<file path="src/rtl/uart_pkg.sv">
// Shared UART definitions: parity modes, line levels, FSM state encoding.
// Common to the tx block and the future rx block.
package uart_pkg;

  localparam int PAR_NONE = 0;
  localparam int PAR_ODD  = 1;
  localparam int PAR_EVEN = 2;

  localparam logic START_BIT = 1'b0;
  localparam logic STOP_BIT  = 1'b1;

  typedef enum logic [2:0] {
    ST_IDLE, ST_START, ST_DATA, ST_PARITY, ST_STOP, ST_GAP, ST_BREAK
  } state_t;

  // Narrower payloads are zero-extended, which leaves the XOR unchanged.
  function automatic logic calc_parity(input int mode, input logic [8:0] d);
    return (mode == PAR_ODD) ? ~^d : ^d;
  endfunction

endpackage

</file>
<file path="src/rtl/uart_baud_gen.sv">
// Bit-period timer: counts 0..CLK_DIV-1 and flags the last cycle of each bit.
// restart realigns the count to the start of a new bit period.
module uart_baud_gen #(
  parameter int CLK_DIV = 16
) (
  input  logic clk,
  input  logic rst_n,
  input  logic restart,
  output logic bit_end
);

  localparam int CW = (CLK_DIV > 1) ? $clog2(CLK_DIV) : 1;
  localparam logic [CW-1:0] LAST = CW'(CLK_DIV - 1);

  logic [CW-1:0] cnt;

  always_ff @(posedge clk or negedge rst_n) begin
    if (!rst_n)                       cnt <= '0;
    else if (restart || cnt == LAST)  cnt <= '0;
    else                              cnt <= cnt + 1'b1;
  end

  assign bit_end = (cnt == LAST);

endmodule

</file>
<file path="src/rtl/uart_tx_param.sv">
// Parametrised UART transmitter with valid/ready input and internal baud timing.
// Optional line-break generation is enabled by defining UART_TX_BREAK_EN.
module uart_tx_param #(
  parameter int CLK_DIV   = 16,
  parameter int DATA_BITS = 8,
  parameter int PARITY    = 0,
  parameter int STOP_BITS = 1,
  parameter int GAP_BITS  = 0
) (
  input  logic                 clk,
  input  logic                 rst_n,
`ifdef UART_TX_BREAK_EN
  input  logic                 brk,
`endif
  input  logic [DATA_BITS-1:0] din,
  input  logic                 din_valid,
  output logic                 din_ready,
  output logic                 tx,
  output logic                 busy
);
  import uart_pkg::*;

  state_t                 state;
  logic [DATA_BITS-1:0]   shreg;
  logic                   par;
  logic [4:0]             bit_cnt;
  logic                   bit_end, restart, take, frame_done;

  // Last bit period of the frame (stop or gap) finishes at this edge.
  assign frame_done = bit_end &&
    ((state == ST_STOP && bit_cnt == 5'(STOP_BITS - 1) && GAP_BITS == 0) ||
     (state == ST_GAP  && bit_cnt == 5'(GAP_BITS - 1)));

`ifdef UART_TX_BREAK_EN
  assign take    = din_valid && !brk && (din_ready || frame_done);
  assign restart = take || (state == ST_BREAK && bit_cnt == 5'd0 && !brk);
`else
  assign take    = din_valid && (din_ready || frame_done);
  assign restart = take;
`endif

  uart_baud_gen #(.CLK_DIV(CLK_DIV)) u_baud (
    .clk     (clk),
    .rst_n   (rst_n),
    .restart (restart),
    .bit_end (bit_end)
  );

  always_ff @(posedge clk or negedge rst_n) begin
    if (!rst_n) begin
      state     <= ST_IDLE;
      shreg     <= '0;
      par       <= 1'b0;
      bit_cnt   <= '0;
      tx        <= STOP_BIT;
      din_ready <= 1'b1;
      busy      <= 1'b0;
    end else if (take) begin
      state     <= ST_START;
      shreg     <= din;
      par       <= calc_parity(PARITY, 9'(din));
      bit_cnt   <= '0;
      tx        <= START_BIT;
      din_ready <= 1'b0;
      busy      <= 1'b1;
    end
`ifdef UART_TX_BREAK_EN
    else if (brk && (state == ST_IDLE || frame_done)) begin
      state     <= ST_BREAK;
      bit_cnt   <= '0;
      tx        <= 1'b0;
      din_ready <= 1'b0;
      busy      <= 1'b1;
    end else if (state == ST_BREAK) begin
      // bit_cnt 0: line held low; 1: mark-after-break period.
      if (bit_cnt == 5'd0) begin
        if (!brk) begin
          tx      <= 1'b1;
          bit_cnt <= 5'd1;
        end
      end else if (bit_end) begin
        state     <= ST_IDLE;
        din_ready <= 1'b1;
        busy      <= 1'b0;
      end
    end
`endif
    else if (frame_done) begin
      state     <= ST_IDLE;
      tx        <= STOP_BIT;
      din_ready <= 1'b1;
      busy      <= 1'b0;
    end else if (bit_end) begin
      case (state)
        ST_START: begin
          state   <= ST_DATA;
          tx      <= shreg[0];
          shreg   <= shreg >> 1;
          bit_cnt <= '0;
        end
        ST_DATA: begin
          if (bit_cnt == 5'(DATA_BITS - 1)) begin
            bit_cnt <= '0;
            if (PARITY != PAR_NONE) begin
              state <= ST_PARITY;
              tx    <= par;
            end else begin
              state <= ST_STOP;
              tx    <= STOP_BIT;
            end
          end else begin
            tx      <= shreg[0];
            shreg   <= shreg >> 1;
            bit_cnt <= bit_cnt + 1'b1;
          end
        end
        ST_PARITY: begin
          state   <= ST_STOP;
          tx      <= STOP_BIT;
          bit_cnt <= '0;
        end
        ST_STOP: begin
          if (bit_cnt == 5'(STOP_BITS - 1)) begin
            state   <= ST_GAP;
            bit_cnt <= '0;
          end else begin
            bit_cnt <= bit_cnt + 1'b1;
          end
        end
        ST_GAP:  bit_cnt <= bit_cnt + 1'b1;
        default: ;
      endcase
    end
  end

endmodule
</file>
<file path="config.mk">
export PLATFORM = sky130hd
export DESIGN_NAME = uart_tx_param
export DESIGN_NICKNAME = d
export VERILOG_FILES = /design/src/rtl/uart_pkg.sv /design/src/rtl/uart_baud_gen.sv /design/src/rtl/uart_tx_param.sv
export SDC_FILE = /design/constraint.sdc
export NUM_CORES = 1
export LEC_CHECK = 0
export CORE_ASPECT_RATIO = 1.1
export CORE_UTILIZATION = 45
export DETAILED_ROUTE_END_ITERATION = 7
export DONT_BUFFER_PORTS = 1
export SYNTH_ARGS = -nofsm -noshare
export SYNTH_HDL_FRONTEND = slang
export SYNTH_HIERARCHICAL = 1
export SYNTH_SLANG_ARGS = --single-unit
</file>
<file path="constraint.sdc">
create_clock -name clk -period 2.05 [get_ports clk]
set_input_delay 0.41 -clock clk [delete_from_list [all_inputs] [get_ports clk]]
set_output_delay 0.41 -clock clk [all_outputs]
set_load 0.05 [all_outputs]
</file>
==> impl_summary.txt <==
----------------------------------------------------
[Status]
  Outcome ... complete, no violations

[Logic synthesis]
  Number of warnings issued by yosys ... 6
  Average cell area after synthesis ... 9.85 µm²
  Cell types with the highest counts after synthesis ... 21 x sky130_fd_sc_hd__dfrtp_1, 20 x sky130_fd_sc_hd__inv_1, 9 x sky130_fd_sc_hd__a21oi_1
  Fraction of the yosys area taken by sequential cells ... 0.462
  Yosys reg bits ... 23
  Primary flip-flop cell chosen by synthesis mapping ... sky130_fd_sc_hd__dfrtp_1
  Post-Synthesis Cell Area ... 1250 µm²
  Syn Inst Count ... 127
  Cells taking the most area after synthesis ... sky130_fd_sc_hd__dfrtp_1 42%, sky130_fd_sc_hd__inv_1 6.0%, sky130_fd_sc_hd__a222oi_1 5.6%, sky130_fd_sc_hd__dfstp_2 4.2%, sky130_fd_sc_hd__ha_1 4.0%
  Leading area contributor after synthesis ... sky130_fd_sc_hd__dfrtp_1
  Number of different library cells in the post-synthesis netlist ... 38
  Fraction of synthesized cell area taken by the top area cell type ... 0.420
  Count leader, synth ... sky130_fd_sc_hd__dfrtp_1
  Net count after synthesis ... 142
  Number of enable flip-flop cells after synthesis ... 0
  Share of flip-flops with an asynchronous set or reset ... 1.00

[Global route]
  Overall global routing resource usage ... 0.188
  Maximum number of pins on one net before global-route repair ... 24
  Antenna violations before repair ... 0
  Global-route wire length before repair ... 4170 µm
  Vias in the first global route ... 907
  Overflow left after global routing ... 0

[Drt]
  Detailed Route Iter0 Violations ... 49
  Iteration count of the initial detailed-routing pass ... 5
  Remaining design rule violation count ... 0
  Final WL ... 2530 µm
  Post-detailed-route count of antenna-violating nets ... 0
  Via Count ... 937
  Average wire per standard cell ... 15.4 µm
  Vias per cell ... 5.71

[STA]
  Slew at the pin closest to its max-slew limit ... 1.01 ns
  Setup-failing EPs final ... 0
  Total count of hold-check failures in the final report ... 0
  Maximum clock skew at final layout ... 0.00482 ns
  Max-slew violation count ... 0
  Period utilisation layout ... 0.988
  Remaining max-slew budget at the tightest pin ... 0.323
  Final worst path period need ... 2.02 ns
  Unrepaired setup endpoints after global routing ... true
  Achievable frequency ... 494 MHz

[Setup path]
  Depth of the worst register-to-register path ... 7
  Crit Reg-Reg Startpoint ... bit_cnt[1]$_DFFE_PN0P_
  Slack of the worst reg-to-reg path ... 0.03 ns
  Nature of the critical path endpoint ... register
  Worst Setup Path Type ... register to register
  Worst-path maximum fanout ... 7
  Worst flop-to-flop path endpoint ... shreg[2]$_DFFE_PN0P_
  Critical Path End ... shreg[2]$_DFFE_PN0P_
  Startpoint kind of the worst setup timing path ... register
  Arrival time at the worst endpoint ... 2.21 ns
  Worst path required time ... 2.24 ns
  CP Launch Point ... bit_cnt[1]$_DFFE_PN0P_

[Layout]
  Area delta synth->final ... 14.5%
  Final design area excluding fillers ... 1430 µm²
  Filler cell count ... 234
  Share of post-route cells with drive strength above 1 ... 0.218
  ANT cells ... 0
  Fin nets ... 149
  Post-route non-filler standard cell count ... 164

[Clock network]
  Num CTS Buffers ... 3
  CTS H-tree depth ... 1
  Insertion delay to the later sink of the worst-skew pair ... 0.31 ns
  TritonCTS clock tree ... done
  Number of clock sinks seen by CTS ... 23
  Cell at the root of the clock tree ... sky130_fd_sc_hd__clkbuf_4
  Reg clk slew, reported paths ... 0.12 ns
  Clock tree buffer depth ... 2

[Hold path]
  Launch instance of the worst min-delay path ... din_valid
  Type of the most critical hold path ... primary input to register

[Placement]
  Post-DP Area ... 1280 µm²
  Cell total after placement ... 154
  Number of I/O port buffers ... 0
  Routability congestion estimate ... 0.758
  HPWL Detailed ... 1670 µm

[Floorplanning]
  Die height ... 57.3 µm
  Total I/O pin count ... 14
  Core area ... 2570 µm²
  Die area ... 3000 µm²
  Die W ... 52.3 µm
  Starting density of the core ... 0.487
  Number of placement rows ... 19

[Power and ir drop]
  Leakage power summed over all cells ... 0.670 nW
  Maximum vdd ir drop ... 0.000746 V
  Power Dens Cells ... 1240 nW/µm²
  Total power after layout ... 1.78 mW

[Job]
  Max-capacitance violation count ... 0

----------------------------------------------------
-- worst min path at each step --
stage	slack, ns	to	cells after the start
6_report	0.12	din_ready$_DFFE_PN1P_	1
5_1_grt	0.09	din_ready$_DFFE_PN1P_	1
4_1_cts	0.10	din_ready$_DFFE_PN1P_	1
3_5_place_dp	0.11	bit_cnt[4]$_DFFE_PN0P_	0
3_3_place_gp	0.11	bit_cnt[4]$_DFFE_PN0P_	0
2_1_floorplan	0.11	bit_cnt[0]$_DFFE_PN0P_	0
-- cells by family after synthesis --
| kind of cell | after synthesis | share of synthesized area |
|---|---|---|
| AO/OA/AOI/OAI | 42 | 0.251 |
| XOR/XNOR | 3 | 0.0210 |
| adder cells (fa/ha/maj) | 4 | 0.0400 |
| buffers and inverters | 25 | 0.0800 |
| flip-flops | 23 | 0.462 |
| multiplexers | 1 | 0.00900 |
| AND/OR/NAND/NOR | 29 | 0.137 |
-- stage by stage --
step	hold WS, ns	util	setup TNS, ns	setup slack, ns
finish	0.118	0.558	0	0.0252
global route	0.0888	0.558	-0.116	-0.0343
CTS	0.105	0.516	0	0.00545
detailed placement	0.115	0.498	-0.310	-0.0725
global placement	0.115	0.498	0	0.0118
floorplan	0.114	-	0	0.0172
-- critical path, cell delays in order (launching register included) --
cell                       delay (ns)
sky130_fd_sc_hd__dfrtp_1         0.43
sky130_fd_sc_hd__ha_2            0.20
sky130_fd_sc_hd__and3_1          0.18
sky130_fd_sc_hd__ha_1            0.22
sky130_fd_sc_hd__a21oi_2         0.17
sky130_fd_sc_hd__o21ai_2         0.12
sky130_fd_sc_hd__and2_4          0.20
sky130_fd_sc_hd__a222oi_1        0.38
-- layout make-up --
| class | count | area [µm²] | share of cell area |
|---|---|---|---|
| multi-input cells | 80 | 667 | 0.466 |
| flip-flops and latches | 23 | 578 | 0.403 |
| inverters | 20 | 75.1 | 0.0524 |
| repair buffers | 6 | 47.5 | 0.0332 |
| well taps | 31 | 38.8 | 0.0271 |
| clock buffers | 4 | 26.3 | 0.0183 |
-- layer usage --
layer | GRT usage | part of all wire
met1 | 0.284 | 0.50
met3 | 0.0427 | 0.035
met4 | 0.0677 | 0.0075
met2 | 0.262 | 0.45
met5 | 0 | 0
-- flip-flops by register name, indices dropped and copies added (netlist names) --
register	cells
shreg	8
bit_cnt	5
u_baud/cnt	4
state	3
busy	1
din_ready	1
tx	1
-- cell usage in the layout, fill, tap and decap left out, types with 2 or more instances in the layout --
cell type                  synthesis  final
sky130_fd_sc_hd__a21o_1            4      4
sky130_fd_sc_hd__a21oi_1           9      6
sky130_fd_sc_hd__a21oi_2           0      2
sky130_fd_sc_hd__a222oi_1          7      7
sky130_fd_sc_hd__a22o_1            4      4
sky130_fd_sc_hd__and2_4            0      2
sky130_fd_sc_hd__buf_4             1      5
sky130_fd_sc_hd__clkbuf_4          0      3
sky130_fd_sc_hd__dfrtp_1          21     21
sky130_fd_sc_hd__dfstp_2           2      2
sky130_fd_sc_hd__ha_1              4      2
sky130_fd_sc_hd__inv_1            20     20
sky130_fd_sc_hd__nand2_1           6      6
sky130_fd_sc_hd__nand3_1           3      3
sky130_fd_sc_hd__nor2_1            7      7
sky130_fd_sc_hd__nor3_1            2      2
sky130_fd_sc_hd__nor4bb_2          0      2
sky130_fd_sc_hd__o21a_4            0      2
sky130_fd_sc_hd__o21ai_0           7      7
sky130_fd_sc_hd__xnor2_1           2      2
-- timing repair --
item                                    4_1_cts  5_1_grt
gates resized for setup                       3       13
buffers inserted                              0        4
pin swaps                                     1        6
cloned                                        0        1
hold buffers                                  1        0
endpoints found under the hold margin        23        0
endpoints found under the setup margin        7       14
-- power by group --
group / leakage [nW] / switching, mW / internal (mW) / total, mW
clock network: 0.0150 / 0.131 / 0.0759 / 0.207
logic: 0.386 / 0.341 / 0.329 / 0.670
registers: 0.269 / 0.261 / 0.638 / 0.899
Power figures use the tool's default switching activity.
